[config.mk]
export PLATFORM = sky130hd
export DESIGN_NAME = mem_stage
export DESIGN_NICKNAME = d
export VERILOG_FILES = /design/src/rtl/mem_stage_pkg.sv /design/src/rtl/mem_stage_load_align.sv /design/src/rtl/mem_stage.sv
export SDC_FILE = /design/constraint.sdc
export NUM_CORES = 1
export LEC_CHECK = 0
export ABC_AREA = 1
export BUFFER_PORTS_ARGS = -buffer_cell sky130_fd_sc_hd__buf_2
export CAP_MARGIN = 20
export CORE_MARGIN = 3
export CORE_UTILIZATION = 50
export CTS_BUF_LIST = sky130_fd_sc_hd__clkbuf_8
export DETAILED_ROUTE_END_ITERATION = 6
export GPL_ROUTABILITY_DRIVEN = 1
export PLACE_DENSITY = 0.79
export SKIP_LAST_GASP = 1
export SYNTH_ARGS = -nofsm -noshare
export SYNTH_HDL_FRONTEND = slang
export SYNTH_SLANG_ARGS = --single-unit
[constraint.sdc]
create_clock -name clk -period 2.3 [get_ports clk]
set_clock_uncertainty 0.1 [all_clocks]
set_input_delay 0.23 -clock clk [delete_from_list [all_inputs] [get_ports clk]]
set_output_delay 0.23 -clock clk [all_outputs]
set_load 0.005 [all_outputs]
[src/rtl/mem_stage_pkg.sv]
// Shared widths, bus layouts, load codes and FSM states for the MEM pipeline stage.
package mem_stage_pkg;

    localparam int unsigned EX_TO_MEM_WD  = 79;
    localparam int unsigned MEM_TO_WB_WD  = 70;
    localparam int unsigned HILO_WD       = 66;
    localparam int unsigned STALL_BUS_W   = 6;
    localparam int unsigned STALL_MEM_BIT = 3;
    localparam int unsigned STALL_WB_BIT  = 4;

    localparam logic STOP    = 1'b1;
    localparam logic NO_STOP = 1'b0;

    localparam logic [2:0] LOAD_LB  = 3'b000;
    localparam logic [2:0] LOAD_LBU = 3'b001;
    localparam logic [2:0] LOAD_LH  = 3'b010;
    localparam logic [2:0] LOAD_LHU = 3'b011;
    localparam logic [2:0] LOAD_LW  = 3'b100;

    typedef struct packed {
        logic [31:0] pc;
        logic        data_ram_en;
        logic [3:0]  data_ram_wen;
        logic [2:0]  load_type;
        logic        sel_rf_res;
        logic        rf_we;
        logic [4:0]  rf_waddr;
        logic [31:0] ex_result;
    } ex_to_mem_t;

    typedef struct packed {
        logic [31:0] pc;
        logic        rf_we;
        logic [4:0]  rf_waddr;
        logic [31:0] rf_wdata;
    } mem_to_wb_t;

    typedef enum logic [1:0] {
        ST_IDLE = 2'd0,
        ST_WAIT = 2'd1,
        ST_DONE = 2'd2
    } mem_state_e;

    function automatic logic is_load(input ex_to_mem_t b);
        return b.data_ram_en && (b.data_ram_wen == 4'b0000);
    endfunction

endpackage

[src/rtl/mem_stage_load_align.sv]
// Combinational byte/halfword selection with sign or zero extension for load data.
module mem_stage_load_align
    import mem_stage_pkg::*;
(
    input  logic [2:0]  load_type,
    input  logic [1:0]  offset,
    input  logic [31:0] word,
    output logic [31:0] data
);

    logic [7:0]  byte_sel;
    logic [15:0] half_sel;

    always_comb begin
        byte_sel = word[7:0];
        case (offset)
            2'd1:    byte_sel = word[15:8];
            2'd2:    byte_sel = word[23:16];
            2'd3:    byte_sel = word[31:24];
            default: byte_sel = word[7:0];
        endcase
        half_sel = offset[1] ? word[31:16] : word[15:0];

        data = 32'h0;
        case (load_type)
            LOAD_LB:  data = {{24{byte_sel[7]}}, byte_sel};
            LOAD_LBU: data = {24'h0, byte_sel};
            LOAD_LH:  data = {{16{half_sel[15]}}, half_sel};
            LOAD_LHU: data = {16'h0, half_sel};
            LOAD_LW:  data = word;
            default:  data = 32'h0;
        endcase
    end

endmodule

[src/rtl/mem_stage.sv]
// MEM pipeline stage: registers EX results, waits for SRAM load responses, drives WB and forwarding.
// Optional load-wait cycle counter enabled by defining MEM_STAGE_PERF_CNT_EN.
module mem_stage
    import mem_stage_pkg::*;
(
    input  logic                     clk,
    input  logic                     rst,
    input  logic [STALL_BUS_W-1:0]   stall,
    input  logic [EX_TO_MEM_WD-1:0]  ex_to_mem_bus,
    input  logic [HILO_WD-1:0]       hilo_ex_to_mem_bus,
    input  logic                     data_sram_rvalid,
    input  logic [31:0]              data_sram_rdata,
    output logic [MEM_TO_WB_WD-1:0]  mem_to_wb_bus,
    output logic [HILO_WD-1:0]       hilo_mem_to_wb_bus,
    output logic                     mem_wreg,
    output logic [4:0]               mem_waddr,
    output logic [31:0]              mem_wdata,
    output logic                     stallreq_for_mem
`ifdef MEM_STAGE_PERF_CNT_EN
    ,
    output logic [31:0]              load_wait_cycles
`endif
);

    ex_to_mem_t         ex_q, ex_d, in_bus;
    logic [HILO_WD-1:0] hilo_q, hilo_d;
    mem_state_e         state_q, state_d;
    logic [31:0]        rdata_buf_q, rdata_buf_d;
    logic               stall_mem, stall_wb, capture, capture_load;
    logic [31:0]        load_word, aligned, rf_wdata;
    logic               rf_we_eff;
    mem_to_wb_t         wb;

    always_ff @(posedge clk or negedge rst) begin
        if (!rst) begin
            ex_q        <= '0;
            hilo_q      <= '0;
            state_q     <= ST_IDLE;
            rdata_buf_q <= 32'h0;
        end else begin
            ex_q        <= ex_d;
            hilo_q      <= hilo_d;
            state_q     <= state_d;
            rdata_buf_q <= rdata_buf_d;
        end
    end

    // Pipeline register: capture, bubble or hold.
    always_comb begin
        stall_mem    = (stall[STALL_MEM_BIT] == STOP);
        stall_wb     = (stall[STALL_WB_BIT] == STOP);
        in_bus       = ex_to_mem_t'(ex_to_mem_bus);
        capture      = !stall_mem;
        capture_load = capture && is_load(in_bus);
        ex_d         = ex_q;
        hilo_d       = hilo_q;
        if (capture) begin
            ex_d   = in_bus;
            hilo_d = hilo_ex_to_mem_bus;
        end else if (!stall_wb) begin
            ex_d   = '0;
            hilo_d = '0;
        end
    end

    // Load-response FSM; a response that lands while WB is stalled is parked in rdata_buf.
    always_comb begin
        state_d          = state_q;
        rdata_buf_d      = rdata_buf_q;
        stallreq_for_mem = 1'b0;
        load_word        = 32'h0;
        case (state_q)
            ST_IDLE: begin
                if (capture_load) state_d = ST_WAIT;
            end
            ST_WAIT: begin
                stallreq_for_mem = !data_sram_rvalid;
                load_word        = data_sram_rdata;
                if (data_sram_rvalid) begin
                    if (!stall_wb) begin
                        state_d = capture_load ? ST_WAIT : ST_IDLE;
                    end else begin
                        rdata_buf_d = data_sram_rdata;
                        state_d     = ST_DONE;
                    end
                end
            end
            ST_DONE: begin
                load_word = rdata_buf_q;
                if (!stall_wb) state_d = capture_load ? ST_WAIT : ST_IDLE;
            end
            default: state_d = ST_IDLE;
        endcase
    end

    mem_stage_load_align u_load_align (
        .load_type (ex_q.load_type),
        .offset    (ex_q.ex_result[1:0]),
        .word      (load_word),
        .data      (aligned)
    );

    // Suppress write-back while the load data has not arrived yet.
    always_comb begin
        rf_wdata  = ex_q.sel_rf_res ? aligned : ex_q.ex_result;
        rf_we_eff = ex_q.rf_we;
        if (state_q == ST_WAIT && !data_sram_rvalid) begin
            rf_wdata  = 32'h0;
            rf_we_eff = 1'b0;
        end
        wb.pc              = ex_q.pc;
        wb.rf_we           = rf_we_eff;
        wb.rf_waddr        = ex_q.rf_waddr;
        wb.rf_wdata        = rf_wdata;
        mem_to_wb_bus      = wb;
        hilo_mem_to_wb_bus = hilo_q;
        mem_wreg           = rf_we_eff;
        mem_waddr          = ex_q.rf_waddr;
        mem_wdata          = rf_wdata;
    end

`ifdef MEM_STAGE_PERF_CNT_EN
    logic [31:0] wait_cnt_q, wait_cnt_d;

    always_ff @(posedge clk or negedge rst) begin
        if (!rst) wait_cnt_q <= 32'h0;
        else      wait_cnt_q <= wait_cnt_d;
    end

    always_comb begin
        wait_cnt_d = wait_cnt_q;
        if (stallreq_for_mem) wait_cnt_d = wait_cnt_q + 32'd1;
    end

    assign load_wait_cycles = wait_cnt_q;
`endif

    logic unused_bits;
    assign unused_bits = ^{ex_q.data_ram_en, ex_q.data_ram_wen, stall[2:0], stall[STALL_BUS_W-1]};

endmodule
==> results.md, run 1 <==
- Gpl congestion: 0.936
- P_leak: 7.37 nW
- Power share of the combinational group: 40.8%
- RSZ-0062 raised after global routing: true
- Iter 0 DRT Violations: 1044
- Commonest non-fill, non-tap cell in the layout: nand2_1
- Vias: around 10000
- Psw: 3.90 mW
- Register bit total from synthesis: 174
- Die W: around 140 um
- Max transition margin: 58.1%
- Net Count, Synth: approximately 1400
- Clock Sinks: 174
- Synth Flop Type: dfrtp_1
- Fin. max-slew vios: 0
- Final TNS setup: -24730 ps
- Post-layout util: between 70% and 80%
- Synthesized cell area: 0.00915 mm^2
- Hold Path Cell Cnt: 4
- # rows: 48
- Mean area per synthesized cell: 7.58 um^2
- Crit Reg-Reg Startpoint: state_q[0]
- FF-to-FF End: state_q[0]
- Crit Path Class: reg2out
- Clock power frac: 21.4%
- IO Pins: 361
- Critical Path Sink Type: primary output
- Initial Util: between 50 and 60%
- Post-synthesis compound-gate area fraction: a little under 7%
- Area Growth Syn to Fin: 48.5%
- Largest net degree at the start of global routing: 136
- Port Buffers: about 360
- Vias in the first global route: 10350
- Sw frac: 38.5%
- Post-Layout Inst Area: 0.0136 mm^2
- Worst hold endpoint: mem_to_wb_bus[46]
- VDD IR max: 0.482 mV
- Hold_sp: stall[3]
- Slew @ Worst Pin: 628 ps
- Drt total wl: 35000 um
- Sequential Power Share: between 30 and 40%
- CTS tree: yes
- Dpl hpwl: between 15000 and 20000 um
- Slowest CP cell: dfrtp_1
- CP max FO: 9
- XOR/XNOR Fraction of Synth Area: 0%
- Final Hold Fails: 0
- Hold Crit Class: in2reg
- CP Launch Type: flip-flop
- Delay-heaviest family, CP: buffers and inverters
- Post-route antenna net violation count: 0
- Diodes inserted: 0
- Min Tclk post-route: 2730 ps
- Final worst path period share: 119%
- Root Driver: clkbuf_8
- Gr ovfl total: 0
- Power, Total: around 10 mW
- Max Clock Freq: between 300 and 400 MHz
- Synth Instances: roughly 1200
- Core area: 0.0176 mm^2
- Antenna violations before repair: 0
- Max clock buf depth: 2
- Clk Latency, worst-skew pair: 450 ps
- Synth top area share: a little under half
- Post-synth ARST share: 100%
- Die area: 0.0200 mm^2
- Worst path bufs/invs: 5
- DRC errors left: 0
- Final net count: 1851
- Critical path, cell by cell: buf_6 > ha_4 > buf_4 > nand2_1 > nand2_4 > buf_4 > nand3_1 > nand2_1 > inv_1 > nand2_1 > nand2_1 > a21oi_2 > buf_2
- CP required: 1970 ps
- # setup viols final: 66
- First-pass GRT wire length: 52900 um
- Critical Path Max Stage Delay: 390 ps
- Gr usage total: between 30% and 40%
- Number of max-cap violations: 0
- Total CTS buffers: 17
- Clk slew on worst S/H paths: 110 ps
- Dpl cell area: 0.0108 mm^2
- Vias/cell: 5.51
- Critical Path AT: approximately 2400 ps
- Pre-Repair DR Iteration Count: 7
- Top cells by area, synth: dfrtp_1 (48%), nand2_1 (21%), nand3_1 (8.2%)
- Layout cells sized above 1: 33.5%
- Post-synth top area cell: dfrtp_1
- Most frequent cells in the layout: nand2_1 (483), buf_2 (353), dfrtp_1 (173), dlygate4sd3_1 (173), nand3_1 (145)
- Cell variety after synth: 29
- Failing checks: negative setup slack
- R2R depth: 8
- Most used cell, CP: nand2_1
- Status: complete, but fails checks
- Yosys warning total: 0
- Seq/Total Area, Yosys: 47.6%
- Number of flops mapped to enable cells by yosys: 0
- H-tree levels: 4
- Die Y: approximately 140 um
- Post-synthesis mux area share: 2.09%
- Reg-to-reg setup timing slack: 440 ps
- Pwr Density: 746 mW/mm^2
- Largest family of logic cells by synthesized area: simple AND/OR/NAND/NOR gates
- Synth Area in Simple Gates: 31.5%
- Int Power: 6.24 mW
- Synth Area in Adders: 0.547%
- Routed len/inst: 18.4 um
- Setup WS post-layout: -431 ps
- Fill count: 1143
-- through the flow --
step	std cells	setup slack, ps	hold slack, ps
6_report	1899	-431	67.5
3_3_place_gp	1676	-107	59.6
3_5_place_dp	1676	-128	70.8
2_1_floorplan	1208	151	-166
4_1_cts	1890	-416	34.9
5_1_grt	1899	-546	47.0
-- flip-flops by register name, summed over array words and instances, names as in the netlist --
register            cells
hilo_mem_to_wb_bus     66
ex_q                   37
mem_to_wb_bus          32
rdata_buf_q            32
mem_waddr               5
state_q                 2
-- kinds of logic after synthesis --
logic type,after synthesis
compound gates,113
buf+inv,193
flops,174
simple gates,707
fa+ha+maj,4
mux,17
-- Yosys cell counts (13+ instances only) --
master	count
mux2_1	17
inv_1	29
o21ai_1	27
buf_4	79
inv_2	13
a21oi_1	45
nor2_1	28
buf_2	16
nand3_1	150
dfrtp_1	174
clkbuf_1	51
o21ai_0	22
nand2_1	519
-- area by class of cell --
cell class	count	area, um^2	area share, %
inverters	42	160	1.18
clock buffers	17	234	1.72
repair buffers	580	4160	30.6
well taps	225	282	2.07
clock inverters	15	168	1.23
flip-flops and latches	174	4360	32.0
multi-input cells	846	4240	31.2
-- timing repair --
item,CTS,global route
endpoints found under the hold margin,254,0
pin swaps,19,39
setup buffers,2,7
gates cloned,7,2
hold buffers,173,0
setup endpoints to repair,67,67
resized for setup,71,54
-- worst register-to-register path: stages (launching register included) --
cell	delay, ps
dfrtp_1	410
buf_4	150
ha_4	160
inv_2	240
buf_4	190
nor2_4	50
a21oi_1	120
nand2_1	120
o31ai_1	230
-- layer usage --
metal / vias to the layer above / share of wire [%] / track usage [%]
li1: 4687 / - / -
met1: 4856 / 36 / 39.0
met2: 745 / 49 / 56.6
met3: 176 / 8.6 / 6.61
met4: 0 / 6.4 / 18.7
met5: - / 0 / 0
-- worst max path at each step --
stage               start           endpoint  slack, ps  cells past startpoint
4_1_cts        state_q[1]  mem_to_wb_bus[14]       -420                     15
5_1_grt        state_q[0]      mem_wdata[14]       -550                     13
2_1_floorplan  state_q[0]       mem_wdata[3]        150                      9
3_3_place_gp   state_q[0]  mem_to_wb_bus[31]       -110                     11
6_report       state_q[1]  mem_to_wb_bus[14]       -430                     13
3_5_place_dp   state_q[1]      mem_wdata[31]       -130                     11
-- power by group through the flow --
stage | registers, mW | clock network, mW | logic (mW)
floorplan | 3.78 | 0 | 1.77
global placement | 3.81 | 0 | 2.81
detailed placement | 3.83 | 0 | 2.86
CTS | 3.78 | 2.19 | 3.61
global route | 3.87 | 2.32 | 4.44
finish | 3.83 | 2.17 | 4.14
(Power assumes the default switching activity.)
==> run 2: changes to the inputs <==
clock period = 3.15 ns   (was 2.3 ns; I/O delays follow)
==> results.md, run 2 (synthesis results as in run 1) <==
- Max clock buf depth: 2
- Most used cell, CP: nand2_1
- Clock Sinks: 174
- Layout cells sized above 1: 27.1%
- Gr usage total: 31.2%
- Crit Reg-Reg Startpoint: state_q[1]
- Failing checks: design-rule violations
- Post-route antenna net violation count: 0
- Post-Layout Inst Area: ~0.013 mm^2
- Worst path bufs/invs: 2
- Critical path, cell by cell: inv_2 > nor2_2 > nand3_1 > nand4_2 > nand2_4 > nand2_1 > nand2_1 > a21oi_1 > buf_2
- Drt total wl: 31800 um
- Gpl congestion: 0.905
- Die W: 141 um
- Final Hold Fails: 0
- Max Clock Freq: 339 MHz
- Port Buffers: approximately 360
- Largest net degree at the start of global routing: ~90
- # rows: 48
- CP required: between 2000 and 3000 ps
- Dpl cell area: 0.0105 mm^2
- Hold Path Cell Cnt: 3
- # setup viols final: 0
- Fin. max-slew vios: 0
- Core area: 0.0176 mm^2
- Critical Path AT: 2540 ps
- Status: complete, but fails checks
- Slowest CP cell: dfrtp_1
- Vias in the first global route: 9575
- Pre-Repair DR Iteration Count: 7
- Area Growth Syn to Fin: 37.2%
- Most frequent cells in the layout: nand2_1 (519), buf_2 (353), dfrtp_1 (172), dlygate4sd3_1 (162), nand3_1 (150)
- CTS tree: yes
- Critical Path Sink Type: primary output
- Hold_sp: data_sram_rdata[0]
- Dpl hpwl: 19400 um
- VDD IR max: 0.331 mV
- CP max FO: 24
- Post-layout util: between 70 and 80%
- Setup WS post-layout: 197 ps
- Total CTS buffers: 17
- Reg-to-reg setup timing slack: about 1100 ps
- Diodes inserted: 0
- Initial Util: 52.0%
- Slew @ Worst Pin: 926 ps
- Delay-heaviest family, CP: simple AND/OR/NAND/NOR gates
- Critical Path Max Stage Delay: 590 ps
- Antenna violations before repair: 0
- Final net count: 1798
- Die area: around 0.020 mm^2
- Final TNS setup: 0 ps
- P_leak: 6.96 nW
- Iter 0 DRT Violations: roughly 840
- Routed len/inst: roughly 17 um
- CP Launch Type: flip-flop
- Root Driver: clkbuf_8
- Vias: between 9000 and 10000
- Pwr Density: 514 mW/mm^2
- Vias/cell: 5.36
- IO Pins: 361
- CP startpoint: ex_q[1]
- Min Tclk post-route: 2950 ps
- Pre-CTS setup slack: 455 ps
- Die Y: 141 um
- DRC errors left: 1
- Commonest non-fill, non-tap cell in the layout: nand2_1
- R2R depth: 9
- Final worst path period share: 93.7%
- H-tree levels: 4
- Clk slew on worst S/H paths: 110 ps
- Power, Total: 6.45 mW
- Crit Path Class: reg2out
- Post-CTS Setup Inserts: 0
- Largest register FFs: 66
- Hold Crit Class: in2reg
- Gr ovfl total: 0
- Register area: about 0.0044 mm^2
- Fill count: 1288
- RSZ-0062 raised after global routing: false
- Worst hold endpoint: rdata_buf_q[0]
- Clk Latency, worst-skew pair: 450 ps
- First-pass GRT wire length: 50000 um
- Area of the multi-input gates: 0.00381 mm^2
- Number of max-cap violations: 0
- Max transition margin: between 30% and 40%
- FF-to-FF End: state_q[1]
==> run 2: through the flow <==
step                cells  hold WS (ps)
floorplan            1208         -80.6
global placement     1652           291
detailed placement   1652           285
CTS                  1846          6.51
global route         1846          24.5
finish               1846          25.7
==> run 2: worst max path at each step <==
stage / end / slack (ps) / cells past startpoint
floorplan: mem_wdata[3] / 920 / 9
global placement: mem_wdata[9] / 490 / 11
detailed placement: mem_wdata[9] / 450 / 11
CTS: mem_to_wb_bus[11] / 50 / 10
global route: mem_wdata[14] / 2 / 14
finish: mem_wdata[11] / 200 / 9
==> run 2: routing by layer <==
metal  vias to the layer above  share of wire [%]  GRT usage (%)
met4                         0                5.0           14.5
met2                       581                 50           53.8
met3                       128                8.3           5.76
li1                       4563                  -              -
met1                      4621                 37           38.0
met5                         -                  0              0
==> run 2: final cells by class <==
type                    count  area share (%)
flip-flops and latches    174            34.7
multi-input cells         841            30.4
repair buffers            532            28.3
well taps                 225            2.24
clock buffers              17            1.86
inverters                  42            1.28
clock inverters            15            1.23
==> run 2: what timing repair did <==
item / 4_1_cts / 5_1_grt
resized for setup: 1 / 12
endpoints found under the hold margin: 233 / 0
hold buffers: 162 / 0
endpoints found under the setup margin: 10 / 54
==> run 2: report_power, final <==
| group | internal, mW | leakage, nW | switching, mW | total, mW |
|---|---|---|---|---|
| sequential | 2.57 | 2.18 | 0.214 | 2.79 |
| combinational | 0.864 | 4.59 | 1.27 | 2.13 |
| clock | 0.588 | 0.193 | 0.942 | 1.53 |
==> run 2: worst register-to-register path: stages (launching register included) <==
cell,delay [ps]
dfrtp_2,450
inv_1,150
ha_4,240
inv_2,180
nor2_4,120
buf_4,390
a21oi_1,80
nand2_1,150
nand2_1,70
o31ai_1,70
==> run 3: changes to the inputs <==
CTS_BUF_LIST = sky130_fd_sc_hd__clkbuf_16   (was sky130_fd_sc_hd__clkbuf_8)
GPL_TIMING_DRIVEN = 0   (was default)
==> results.md, run 3 (synthesis results as in run 1) <==
- Clk slew on worst S/H paths: approximately 70 ps
- Total CTS buffers: 17
- Max clock buf depth: 2
- Final net count: 1910
- Core area: 0.0176 mm^2
- Crit Path Class: reg2out
- FF-to-FF End: state_q[0]
- Worst path bufs/invs: 5
- CP required: between 2000 and 3000 ps
- Largest net degree at the start of global routing: 96
- Power, Total: 7.21 mW
- Critical Path Max Stage Delay: 440 ps
- Status: finished, final reports clean
- Clock Sinks: 174
- Max Clock Freq: 327 MHz
- Final Hold Fails: 0
- Crit Reg-Reg Startpoint: state_q[1]
- Gpl congestion: ~0.9
- Initial Util: 52.0%
- H-tree levels: 4
- Post-route antenna net violation count: 0
- Drt total wl: about 34000 um
- Most used cell, CP: nand2_1
- Number of max-cap violations: 0
- IO Pins: 361
- Hold_sp: ex_to_mem_bus[19]
- Gr ovfl total: 0
- Die Y: 141 um
- Antenna violations before repair: 0
- # rows: 48
- Die W: between 100 and 150 um
- Iter 0 DRT Violations: between 700 and 800
- Reg-to-reg setup timing slack: 1160 ps
- Worst hold endpoint: ex_q[19]
- Critical Path Sink Type: primary output
- Setup WS post-layout: roughly 95 ps
- Hold Crit Class: in2reg
- Vias: 10334
- Final worst path period share: 97.0%
- Vias/cell: 5.28
- VDD IR max: 0.400 mV
- Most frequent cells in the layout: nand2_1 (518), buf_2 (363), dfrtp_1 (174), nand3_1 (150), dlygate4sd3_1 (133)
- Slowest CP cell: dfrtp_1
- Pre-Repair DR Iteration Count: 6
- Critical path, cell by cell: inv_1 > ha_1 > clkbuf_4 > nand2_1 > nand2_1 > nand3_1 > nand2_4 > buf_4 > a21oi_1 > nand2_1 > nand2_1 > a21oi_2 > buf_4 > buf_2
- Slew @ Worst Pin: 791 ps
- Post-layout util: 75.4%
- Root Driver: clkbuf_16
- CP Launch Type: flip-flop
- Clk Latency, worst-skew pair: 430 ps
- Max transition margin: 47.3%
- Die area: around 0.02 mm^2
- Pre-CTS setup slack: about 280 ps
- Gr usage total: 33.4%
- Routed len/inst: 17.4 um
- P_leak: 7.41 nW
- Diodes inserted: 0
- DRC errors left: 0
- Final cell count without fillers: between 1500 and 2000
- Commonest non-fill, non-tap cell in the layout: nand2_1
- Hold Path Cell Cnt: 3
- Port Buffers: 355
- Fin. max-slew vios: 0
- Critical Path AT: 2640 ps
- CTS tree: yes
- Min Tclk post-route: 3060 ps
- Largest register FFs: 66
- Placed insts: 1789
- CP max FO: 10
- First-pass GRT wire length: approximately 53000 um
- R2R depth: 9
- Vias in the first global route: 10527
- Dpl hpwl: 22900 um
- Delay-heaviest family, CP: buffers and inverters
- Area Growth Syn to Fin: 45.0%
- Pwr Density: 543 mW/mm^2
- # setup viols final: 0
- Layout cells sized above 1: 30.8%
==> run 3: cell types whose count changed in the layout (fill, tap and decap cells not counted), sizes merged <==
cell	change
dlygate4sd3	-29
clkinv	-3
clkbuf	+56
buf	+85
inv	+1
clkinvlp	+2
==> run 3: area by class of cell <==
| cell class | count | area [um^2] |
|---|---|---|
| multi-input cells | 841 | 3810 |
| flip-flops and latches | 174 | 4350 |
| clock inverters | 15 | 146 |
| well taps | 225 | 282 |
| clock buffers | 17 | 425 |
| repair buffers | 493 | 3180 |
| inverters | 42 | 158 |
| fillers | 1218 | 4330 |
| plain buffers | 151 | 917 |
==> run 3: tightest hold or removal path, delay by kind of cell <==
| family | cells | cell delay (ps) |
|---|---|---|
| AND/OR/NAND/NOR | 2 | 110 |
| buffers and inverters | 1 | 90 |
==> run 3: worst max-delay path by stage <==
stage,cells past startpoint,to,slack (ps),startpoint
final,14,mem_wdata[26],90,state_q[0]
after CTS,9,mem_wdata[10],20,state_q[1]
after floorplan,9,mem_wdata[3],920,state_q[0]
after global placement,1,mem_to_wb_bus[60],-1170,rst
after global routing,10,mem_wdata[1],-40,state_q[0]
after detailed placement,9,mem_wdata[11],280,state_q[1]
==> run 3: layer usage <==
layer | up-vias | part of all wire [%] | global-route usage [%]
li1 | 4786 | - | -
met1 | 4850 | 37 | 39.3
met2 | 577 | 50 | 58.0
met3 | 121 | 8.3 | 7.41
met4 | 0 | 4.8 | 15.6
met5 | - | 0 | 0
==> run 3: power by group <==
| group | internal [mW] | leakage, nW | switching [mW] |
|---|---|---|---|
| combinational | 1.01 | 4.96 | 1.35 |
| clock | 1.05 | 0.268 | 1.01 |
| sequential | 2.57 | 2.18 | 0.211 |
| total | 4.63 | 7.41 | 2.58 |
==> run 3: timing repair <==
action                                  in CTS  in global routing
cloned                                       0                  0
hold buffers                               133                  0
pin swaps                                    0                  3
buffers inserted                             0                  4
hold endpoints to repair                   226                  0
endpoints found under the setup margin      42                 64
gates resized for setup                      3                 30
==> run 3: metrics by stage <==
| step | hold slack, ps | area (um^2) | setup TNS (ps) |
|---|---|---|---|
| 3_5_place_dp | 303 | 11200 | 0 |
| 3_3_place_gp | 367 | 11200 | -199650 |
| 4_1_cts | 0.634 | 13200 | 0 |
| 6_report | 7.77 | 13300 | 0 |
| 2_1_floorplan | -80.6 | 9150 | 0 |
| 5_1_grt | 6.53 | 13300 | -319 |
